===== src/rtl/fb_write_arbiter.sv =====
// Purpose : shares the framebuffer pixel-write port among clear (0), trace (1) and overlay (2) engines.
// Latency : grant one cycle after a request is seen idle; an accepted pixel appears on pix_* one cycle later.
// Backpres: pix_ready low with a pixel held stalls ack; the owner keeps its grant unless it drops req.
//
// Ports   : clk/rst_n (async active-low); req/last per requester; req_x/req_y/req_color packed
//           slices [i*W +: W]; gnt registered one-hot owner; ack combinational accept strobe;
//           pix_valid/pix_x/pix_y/pix_color registered output, pix_ready from the memory writer.
// Config  : FB_ARB_FIXED_PRIO_EN defined -> fixed priority 0 > 1 > 2 (no rotation pointer);
//           undefined (default) -> round-robin starting from the requester after the last owner.
module fb_write_arbiter #(
    parameter int X_W     = 8,
    parameter int Y_W     = 8,
    parameter int COLOR_W = 12,
    parameter int HOLD    = 16
) (
    input  logic                 clk,
    input  logic                 rst_n,
    input  logic [2:0]           req,
    input  logic [2:0]           last,
    input  logic [3*X_W-1:0]     req_x,
    input  logic [3*Y_W-1:0]     req_y,
    input  logic [3*COLOR_W-1:0] req_color,
    output logic [2:0]           gnt,
    output logic [2:0]           ack,
    output logic                 pix_valid,
    output logic [X_W-1:0]       pix_x,
    output logic [Y_W-1:0]       pix_y,
    output logic [COLOR_W-1:0]   pix_color,
    input  logic                 pix_ready
);

    localparam logic [0:0] ST_IDLE = 1'b0;
    localparam logic [0:0] ST_OWN  = 1'b1;
    localparam logic [7:0] HOLD_C  = 8'(HOLD);

    logic [0:0]         state_q, state_d;
    logic [2:0]         gnt_q, gnt_d;
    logic [7:0]         burst_cnt_q, burst_cnt_d;
    logic               pix_valid_q, pix_valid_d;
    logic [X_W-1:0]     pix_x_q, pix_x_d;
    logic [Y_W-1:0]     pix_y_q, pix_y_d;
    logic [COLOR_W-1:0] pix_color_q, pix_color_d;
`ifndef FB_ARB_FIXED_PRIO_EN
    logic [1:0]         rr_ptr_q, rr_ptr_d;
`endif

    logic [2:0]         pick;
    logic               own_req, own_last, load, hold_hit, release_own;
    logic [7:0]         burst_inc;
    logic [X_W-1:0]     own_x;
    logic [Y_W-1:0]     own_y;
    logic [COLOR_W-1:0] own_color;

    // Owner slice select; gnt_q is one-hot (or zero while idle, where nothing is loaded).
    always_comb begin
        own_x     = req_x[0 +: X_W];
        own_y     = req_y[0 +: Y_W];
        own_color = req_color[0 +: COLOR_W];
        case (gnt_q)
            3'b010: begin
                own_x     = req_x[X_W +: X_W];
                own_y     = req_y[Y_W +: Y_W];
                own_color = req_color[COLOR_W +: COLOR_W];
            end
            3'b100: begin
                own_x     = req_x[2*X_W +: X_W];
                own_y     = req_y[2*Y_W +: Y_W];
                own_color = req_color[2*COLOR_W +: COLOR_W];
            end
            default: ;
        endcase
    end

    // Winner selection for the next grant.
    always_comb begin
        pick = 3'b000;
`ifdef FB_ARB_FIXED_PRIO_EN
        if (req[0])      pick = 3'b001;
        else if (req[1]) pick = 3'b010;
        else if (req[2]) pick = 3'b100;
`else
        case (rr_ptr_q)
            2'd1: begin
                if (req[1])      pick = 3'b010;
                else if (req[2]) pick = 3'b100;
                else if (req[0]) pick = 3'b001;
            end
            2'd2: begin
                if (req[2])      pick = 3'b100;
                else if (req[0]) pick = 3'b001;
                else if (req[1]) pick = 3'b010;
            end
            default: begin
                if (req[0])      pick = 3'b001;
                else if (req[1]) pick = 3'b010;
                else if (req[2]) pick = 3'b100;
            end
        endcase
`endif
    end

    assign own_req   = |(req & gnt_q);
    assign own_last  = |(last & gnt_q);
    // A pixel moves only when the output register is empty or being drained this cycle.
    assign load      = (state_q == ST_OWN) && own_req && (!pix_valid_q || pix_ready);
    assign burst_inc = burst_cnt_q + 8'd1;
    assign hold_hit  = (burst_inc == HOLD_C);
    // Dropping req releases even without a pixel: nothing is in flight from the requester side.
    assign release_own = (state_q == ST_OWN) && (!own_req || (load && (own_last || hold_hit)));

    always_comb begin
        state_d     = state_q;
        gnt_d       = gnt_q;
        burst_cnt_d = burst_cnt_q;
        pix_valid_d = pix_valid_q;
        pix_x_d     = pix_x_q;
        pix_y_d     = pix_y_q;
        pix_color_d = pix_color_q;
`ifndef FB_ARB_FIXED_PRIO_EN
        rr_ptr_d    = rr_ptr_q;
`endif
        case (state_q)
            ST_IDLE: begin
                gnt_d = 3'b000;
                if (|req) begin
                    gnt_d   = pick;
                    state_d = ST_OWN;
                end
            end
            default: begin
                if (load) burst_cnt_d = burst_inc;
                if (release_own) begin
                    state_d     = ST_IDLE;
                    gnt_d       = 3'b000;
                    burst_cnt_d = 8'd0;
`ifndef FB_ARB_FIXED_PRIO_EN
                    rr_ptr_d    = gnt_q[0] ? 2'd1 : (gnt_q[1] ? 2'd2 : 2'd0);
`endif
                end
            end
        endcase

        if (load) begin
            pix_valid_d = 1'b1;
            pix_x_d     = own_x;
            pix_y_d     = own_y;
            pix_color_d = own_color;
        end else if (pix_ready) begin
            pix_valid_d = 1'b0;
        end
    end

    always_ff @(posedge clk or negedge rst_n) begin
        if (!rst_n) begin
            state_q     <= ST_IDLE;
            gnt_q       <= 3'b000;
            burst_cnt_q <= 8'd0;
            pix_valid_q <= 1'b0;
            pix_x_q     <= '0;
            pix_y_q     <= '0;
            pix_color_q <= '0;
`ifndef FB_ARB_FIXED_PRIO_EN
            rr_ptr_q    <= 2'd0;
`endif
        end else begin
            state_q     <= state_d;
            gnt_q       <= gnt_d;
            burst_cnt_q <= burst_cnt_d;
            pix_valid_q <= pix_valid_d;
            pix_x_q     <= pix_x_d;
            pix_y_q     <= pix_y_d;
            pix_color_q <= pix_color_d;
`ifndef FB_ARB_FIXED_PRIO_EN
            rr_ptr_q    <= rr_ptr_d;
`endif
        end
    end

    assign gnt       = gnt_q;
    assign ack       = load ? gnt_q : 3'b000;
    assign pix_valid = pix_valid_q;
    assign pix_x     = pix_x_q;
    assign pix_y     = pix_y_q;
    assign pix_color = pix_color_q;

endmodule


===== config.mk =====
export PLATFORM = sky130hd
export DESIGN_NAME = fb_write_arbiter
export DESIGN_NICKNAME = d
export VERILOG_FILES = /design/src/rtl/fb_write_arbiter.sv
export SDC_FILE = /design/constraint.sdc
export NUM_CORES = 1
export LEC_CHECK = 0
export ABC_AREA = 1
export BUFFER_PORTS_ARGS = -buffer_cell sky130_fd_sc_hd__buf_4
export CELL_PAD_IN_SITES_DETAIL_PLACEMENT = 1
export CELL_PAD_IN_SITES_GLOBAL_PLACEMENT = 2
export CORE_MARGIN = 2
export CORE_UTILIZATION = 25
export DETAILED_ROUTE_END_ITERATION = 10
export GPL_ROUTABILITY_DRIVEN = 1
export PLACE_DENSITY_LB_ADDON = 0.1
export SLEW_MARGIN = 0
export SYNTH_ARGS = -nofsm -noshare
export SYNTH_HDL_FRONTEND = slang
export SYNTH_SLANG_ARGS = --single-unit

===== constraint.sdc =====
create_clock -name clk -period 1.82 [get_ports clk]
set_input_delay 0.364 -clock clk [delete_from_list [all_inputs] [get_ports clk]]
set_output_delay 0.364 -clock clk [all_outputs]
set_load 0.01 [all_outputs]

### Word-level counts from Yosys, hierarchy flattened

Index checks and enable logic that the tools add are counted.
Widths: inputs -> output; s select.

| word-level totals | value |
|---|---|
| flip-flop bits (word level) | 43 |
| latch bits | 0 |
| bits in writable memories | 0 |
| bits in read-only memories | 0 |
| input bits | 93 |
| output and inout port bits | 35 |
| logic and storage cells | 59 |
| memories kept | 0 |

| cells by class | value |
|---|---|
| $add $sub $neg | 1 |
| multipliers | 0 |
| div/mod/pow operators | 0 |
| order comparisons | 0 |
| equality and inequality tests | 6 |
| shift-type cells | 0 |
| multiplexer cells | 26 |
| bitwise operators | 2 |
| reduce and logical (&&, ||, !) cells | 16 |

Operator list:

| kind | count |
|---|---|
| $pmux 8 s2 | 2 |
| $mux 3 | 10 |
| $pmux 12 s2 | 1 |
| $mux 8 | 2 |
| $reduce_or 3->1 | 3 |
| $add 8x1->8 const B | 1 |
| $eq 8x5->1 const B | 1 |
| $mux 2 | 4 |
| $and 3x3->3 | 2 |
| $mux 1 | 6 |
| $pmux 3 s2 | 1 |
| $logic_and 1x1->1 | 4 |
| $reduce_and 2->1 | 2 |
| $reduce_bool 2->1 | 2 |
| $eq 3x2->1 const B | 1 |
| $eq 3x3->1 const B | 1 |
| $logic_or 1x1->1 | 3 |
| $eq 2x1->1 const B | 1 |
| $eq 2x2->1 const B | 1 |
| $logic_not 1->1 | 2 |
| $ne 2x1->1 const B | 1 |

### Longest topological paths before layout

Gate-level depths: netlist of run 1.

| logic depth | value |
|---|---|
| depth in word-level cells | 9 |
| depth in mapped cells | 13 |
| mapped depth without buffers | 13 |

### Worst setup path before layout of run 1

OpenSTA, ideal clock, no wires.

| timing path | value |
|---|---|
| kind | register -> output |
| start | register gnt_q[2], in the netlist gnt[2] |
| end | output port ack[0] |
| arrival time | 1.302 ns |
| data required time | 1.456 ns |
| setup slack | 0.154 ns |
| stages on the path, launching flop included | 8 |
| buffers on the path | 1 |
| cell sequence | dfrtp_1 -> inv_2 -> o211ai_2 -> nand2_2 -> nor2_4 -> inv_2 -> buf_2 -> nor2_1 |

| between the ends | value |
|---|---|
| word-level cells in the longest chain between the ends | 5 |

Ends and longest elaborated chain:

| what | RTL line | RTL |
|---|---|---|
| start, declared | 37 | `logic [2:0] gnt_q, gnt_d;` |
| start signal, assigned | 167 | `gnt_q <= gnt_d;` |
| $and 3x3->3 | 102 | `assign own_req = \|(req & gnt_q);` |
| $reduce_or 3->1 | 102 |  |
| $logic_and 1x1->1 (2 in a row) | 105 | `assign load = (state_q == ST_OWN) && own_req && (!pix_valid_q \|\| pix_ready);` |
| $mux 3 | 180 | `assign ack = load ? gnt_q : 3'b000;` |
| end, declared | 24 | `output logic [2:0] ack,` |

No other way between the ends.

### Worst setup path after layout of run 1

| timing path | value |
|---|---|
| start | register gnt_q[2], in the netlist gnt[2] |
| end | output port ack[1] |

The elaborated chain is that of the path after synthesis.

==> results of run 1 <==
-- critical path: cells and delay by family, from the launching register on --
family | cells | cell delay (ps)
compound gates | 1 | 180
buf+inv | 3 | 250
flops | 1 | 390
simple gates | 3 | 310
-- how the worst max path moves through the flow --
stage	slack (ps)	from	endpoint
floorplan	150	gnt[2]	ack[0]
global placement	140	gnt[2]	pix_color[5]
detailed placement	110	req[2]	pix_color[8]
CTS	20	gnt[2]	ack[1]
global route	-60	gnt[2]	ack[2]
finish	40	gnt[2]	ack[1]
-- logic make-up after synthesis --
logic type / count (synthesis) / synth area share (%)
compound gates: 50 / 13.7
simple gates: 180 / 35.1
buf+inv: 45 / 7.38
xor+xnor: 1 / 0.338
flops: 43 / 41.5
fa+ha+maj: 4 / 1.93
-- synth_stat cells, drive strengths merged (2+ instances only) --
master and n:
o21a 28, nand4 58, nand3 38, buf 10, o21ai 8, nand2 68
clkbuf 14, a21oi 2, nor2 13, inv 21, ha 4, dfrtp 43
o31ai 8
-- cell type report --
| type | count | area (sq um) | area share (%) |
|---|---|---|---|
| multi-input cells | 235 | 1380 | 34.9 |
| repair buffers | 152 | 1170 | 29.6 |
| flip-flops and latches | 43 | 1080 | 27.3 |
| well taps | 136 | 170 | 4.30 |
| inverters | 21 | 81.3 | 2.06 |
| clock buffers | 6 | 72.6 | 1.83 |
-- state kept, by name (all words and copies together), names as in the netlist --
name	cells
burst_cnt_q	8
gnt	3
pix_x	8
pix_valid	1
pix_y	8
rr_ptr_q	2
state_q	1
pix_color	12
-- per-layer routing --
layer  vias up  track usage (%)  routed length, microns
met5         -                0                       0
met4         0             4.51                     157
met3        11             5.81                     757
met2        93             31.2                    4790
met1      1465             23.9                    4410
li1       1420                -                       -
-- through the flow --
step	std cells	total power (uW)	util (%)	TNS [ps]	setup WS, ps
after CTS	588	5290	38.0	0	19.5
final	593	5270	38.9	0	35.0
after global routing	593	5730	38.9	-186	-56.1
after detailed placement	578	4590	36.7	0	105
after global placement	578	4530	36.7	0	144
after floorplan	323	3200	-	0	154
-- power groups by stage --
stage / Combinational, uW / Clock [uW] / Sequential (uW)
floorplan: 1430 / 0 / 1770
global placement: 2900 / 0 / 1620
detailed placement: 2960 / 0 / 1640
CTS: 3060 / 614 / 1620
global route: 3410 / 639 / 1680
finish: 3080 / 575 / 1610
-- placed cells by master, fill, tap and decap left out, types with 2 or more instances in the layout --
master    Yosys  layout
buf_4         4     147
nand2_1      63      63
nand4_1      58      58
dfrtp_1      43      39
nand3_1      37      36
o21a_1       28      28
inv_1        18      18
o31ai_1       8       8
nor2_2        2       7
o21ai_0       7       7
clkbuf_8      0       5
nor2_1       10       4
nand2_2       4       4
dfrtp_2       0       4
ha_1          4       3
buf_6         0       3
inv_2         3       2
nor2_4        1       2
nand3_2       1       2
a21oi_1       2       2
-- what timing repair did --
action                                  CTS  global route
cloned                                    0             0
resized for setup                         6            15
buffers inserted                          4             5
pin swaps                                 2             4
endpoints found under the setup margin    3             9
==> results.yml, run 1 <==
run_status:
  status: "completed"
sta:
  timing.final.crit_share_pct: 98.1
  whs_ps: 63.8
  drv_slew: 0
  finalHoldViolations: 0
  slew_headroom_pct: 60.8
  skew_ps: 6.02
  fmax_mhz: 560
  worst_slew_pin_slew_ps: 588
  layout_min_cycle_time_ps: 1780
  grt_setup_unrepaired: "yes"
  setup_viol: 0
power_and_ir_drop:
  clkPwrFrac_pct: 10.9
  power.switching_uw: 2280
  switching_share_pct: 43.2
  pwr-share-seq_pct: 30.6
  power_density_nw_per_um2: 1330
  p_leak_uw: 0.00172
  power.internal_uw: 2990
  combPwrFrac_pct: 58.5
  peakVddDrop_v: 0.000420
drt:
  drt-initial-drc-count: 59
  firstDrtPassIters: 4
  drt-total-wl_mm: 10.1
  drc_errors: 0
  drtAntennaViolNets: 0
  avgViaCountPerCell: 5.04
  dr_total_vias: 2989
  routedWlPerCell_microns: 17.0
clocking:
  cts_made_buffers: 5
  cts_hold_buf: 0
  cts_root_buf: "clkbuf_8"
  cts_htree_levels: 2
  clock_path_buffers: 2
  cts_num_sinks: 43
  clock_latency_ps: 290
  path_clk_slew_ps: 80
  cts_tree: "done"
placement:
  dp_hpwl_mm: 7.12
  io_buffer_count: 127
  gp_congestion: 0.847
  placed_area_sq_um: 3740
logic_synthesis:
  netlist_instances: 323
  yosysSeqAreaShare_pct: 41.5
  synth_enable_flop_cells: 0
  synth.ff_latch_count: 43
  synth_fp_nets: 420
  synth_area_sq_um: 2590
  syn_area_per_cell_sq_um: 8.03
  synth_area_leaders: "dfrtp_1 (41%), nand4_1 (14%), nand2_1 (9.1%)"
  ys_warn_count: 0
  synth.top_cell.area_share_pct: 41.5
  yosysUniqueCellTypes: 29
  synth_ff_type: "dfrtp_1"
  yosys.area.top_type: "dfrtp_1"
  synthArstFlopShare_pct: 100
worst_hold_path:
  hold_class: "primary input to async pin"
worst_setup_path:
  critPathArrivalTime_ps: 1420
  worstPathMaxFanout: 4
  cp_common_cell: "inv_2"
  rr_worst_depth: 12
  cp_slowest_stage_delay_ps: 390
  start_kind: "flip-flop"
  cp_cell_sequence: "inv_2 -> o211ai_4 -> nand2_2 -> nor2_4 -> inv_2 -> nor2_2 -> buf_4"
  path_class: "flip-flop to output port"
  cp_slowest_cell: "dfrtp_2"
  r2r_start: "burst_cnt_q[1]"
  end_kind: "output port"
  critPathRequiredTime_ps: 1460
  r2r_slack_ps: 140
  r2r-end: "rr_ptr_q[0]"
die:
  die_h_microns: 106
  core_area_sq_um: 10200
  chipWidth_microns: 106
  dieArea_sq_um: 11200
  start_util_pct: 25.5
  rows: 37
  io_pins: 128
grt:
  grt_pass1_wl_mm: 16.7
  grt_pass1_vias: 3248
  track_usage_pct: 18.8
  antenna_found_initial: 0
  grt_overflow: 0
  grt_max_degree: 53
final_layout:
  n_antenna_cell: 0
  fillers: 1272
  layout-drive-gt1-share_pct: 40.0
  syn2layout_area_growth_pct: 52.6
  fin_nets: 555
  postLayoutCellArea_sq_um: 3960
flow_run:
  max-cap-violations: 0
No activity file was read; power rests on OpenSTA's default activity.
==> inputs of run 2 (changes only) <==
==> constraint.sdc (replaced) <==
create_clock -name clk -period 1.82 [get_ports clk]
set_input_delay 0.182 -clock clk [delete_from_list [all_inputs] [get_ports clk]]
set_output_delay 0.182 -clock clk [all_outputs]
set_load 0.01 [all_outputs]
==> results.yml, run 2 (same netlist as run 1, synthesis figures left out) <==
final_layout:
  final_cell_mix: "buf_4 (141), nand2_1 (63), nand4_1 (58)"
  final_cells: 587
  fin_util_pct: 37.9
  syn2layout_area_growth_pct: 48.9
  final_common_cell: "buf_4"
  layout-drive-gt1-share_pct: 36.8
  fin_nets: 547
  n_antenna_cell: 0
  postLayoutCellArea_sq_um: 3860
  largest_reg_flops: 12
worst_setup_path:
  cp_cell_sequence: "ha_1 -> xnor2_1 -> nand3_1 -> nor2_1 -> nand3_2 -> nand2_4 -> nand2_2 -> nand2_2 -> nand2_1 -> nand2_1 -> nand2_1"
  cp_slowest_cell: "dfrtp_1"
  cp_common_cell: "nand2_1"
  critPathRequiredTime_ps: 2020
  start_kind: "flip-flop"
  worstPathMaxFanout: 3
  crit_family: "simple AND/OR/NAND/NOR gates"
  end_kind: "flip-flop"
  cp.buffers_inverters: 0
  critPathArrivalTime_ps: 1930
  path_class: "flip-flop to flip-flop"
  cp_slowest_stage_delay_ps: 390
power_and_ir_drop:
  power.internal_uw: 2910
  clkPwrFrac_pct: 11.8
  peakVddDrop_v: 0.000446
  p_total_uw: 5150
  power_density_nw_per_um2: 1330
  power.switching_uw: 2240
  pwr-share-seq_pct: 31.3
  combPwrFrac_pct: 57.0
  switching_share_pct: 43.5
  p_leak_uw: 0.00169
clocking:
  cts_root_buf: "clkbuf_8"
  cts_htree_levels: 2
  cts_made_buffers: 5
  path_clk_slew_ps: 90
  clock_path_buffers: 2
  cts_num_sinks: 43
  clock_latency_ps: 300
  cts_tree: "done"
drt:
  routedWlPerCell_microns: 16.9
  drc_errors: 0
  firstDrtPassIters: 4
  dr_total_vias: 2921
  drt-initial-drc-count: 77
  avgViaCountPerCell: 4.98
  drt-total-wl_mm: 9.91
  drtAntennaViolNets: 0
sta:
  skew_ps: 13.9
  grt_setup_unrepaired: "yes"
  worst_slew_pin_slew_ps: 582
  drv_slew: 0
  finalHoldViolations: 0
  slew_headroom_pct: 61.2
  fmax_mhz: 578
  timing.final.crit_share_pct: 95.1
  whs_ps: 63.6
  setup_viol: 0
  layout_min_cycle_time_ps: 1730
grt:
  antenna_found_initial: 0
  track_usage_pct: 18.2
  grt_max_degree: 45
  grt_overflow: 0
  grt_pass1_vias: 3146
  grt_pass1_wl_mm: 16.2
die:
  die_h_microns: 106
  start_util_pct: 25.5
  dieArea_sq_um: 11200
  io_pins: 128
  core_area_sq_um: 10200
  chipWidth_microns: 106
  rows: 37
placement:
  gp_congestion: 0.825
  io_buffer_count: 127
  placed_area_sq_um: 3700
  dp_hpwl_mm: 7.00
  dp.cells: 573
flow_run:
  max-cap-violations: 0
run_status:
  status: "completed"
worst_hold_path:
  hold_class: "primary input to flip-flop"
-- run 2: per-stage QoR --
| step | setup TNS, ps | worst slack, ps |
|---|---|---|
| floorplan | 0 | 156 |
| global placement | 0 | 153 |
| detailed placement | 0 | 93.4 |
| CTS | 0 | 19.3 |
| global route | -104 | -26.5 |
| finish | 0 | 89.5 |
-- run 2: final cells by class --
class | instances | area, sq um
well taps | 136 | 170
repair buffers | 144 | 1100
clock inverters | 1 | 5.00
fillers | 1276 | 6320
inverters | 21 | 81.3
clock buffers | 7 | 76.3
flip-flops and latches | 43 | 1080
multi-input cells | 235 | 1350
-- run 2: repair_timing --
action | 4_1_cts | 5_1_grt
pin swaps | 1 | 2
buffers inserted | 2 | 3
hold endpoints to repair | 43 | 0
endpoints found under the setup margin | 3 | 39
hold buffers | 1 | 0
gates resized for setup | 1 | 6
-- run 2: power groups by stage --
stage               registers, uW  logic (uW)  clock network [uW]
floorplan                    1770        1430                   0
global placement             1630        2810                   0
detailed placement           1640        2880                   0
CTS                          1620        2920                 633
global route                 1670        3240                 672
finish                       1610        2930                 606
-- run 2: layer usage --
layer	vias to the layer above	track usage (%)	wire [microns]
met3	4	5.69	798
met5	-	0	0
met4	0	3.38	74
met2	96	31.1	4880
li1	1407	-	-
met1	1414	22.9	4160
-- run 2: worst paths after layout --
check	startpoint	slack, ps	end	cells past startpoint
max	burst_cnt_q[0]	90	rr_ptr_q[1]	11
max in group asynchronous	rst_n	980	burst_cnt_q[4]	2
min	pix_ready	60	pix_valid	2
min reg2reg	pix_color[0]	490	pix_color[0]	1
max reg2reg	burst_cnt_q[0]	90	rr_ptr_q[1]	11
min in group asynchronous	rst_n	430	pix_x[4]	2
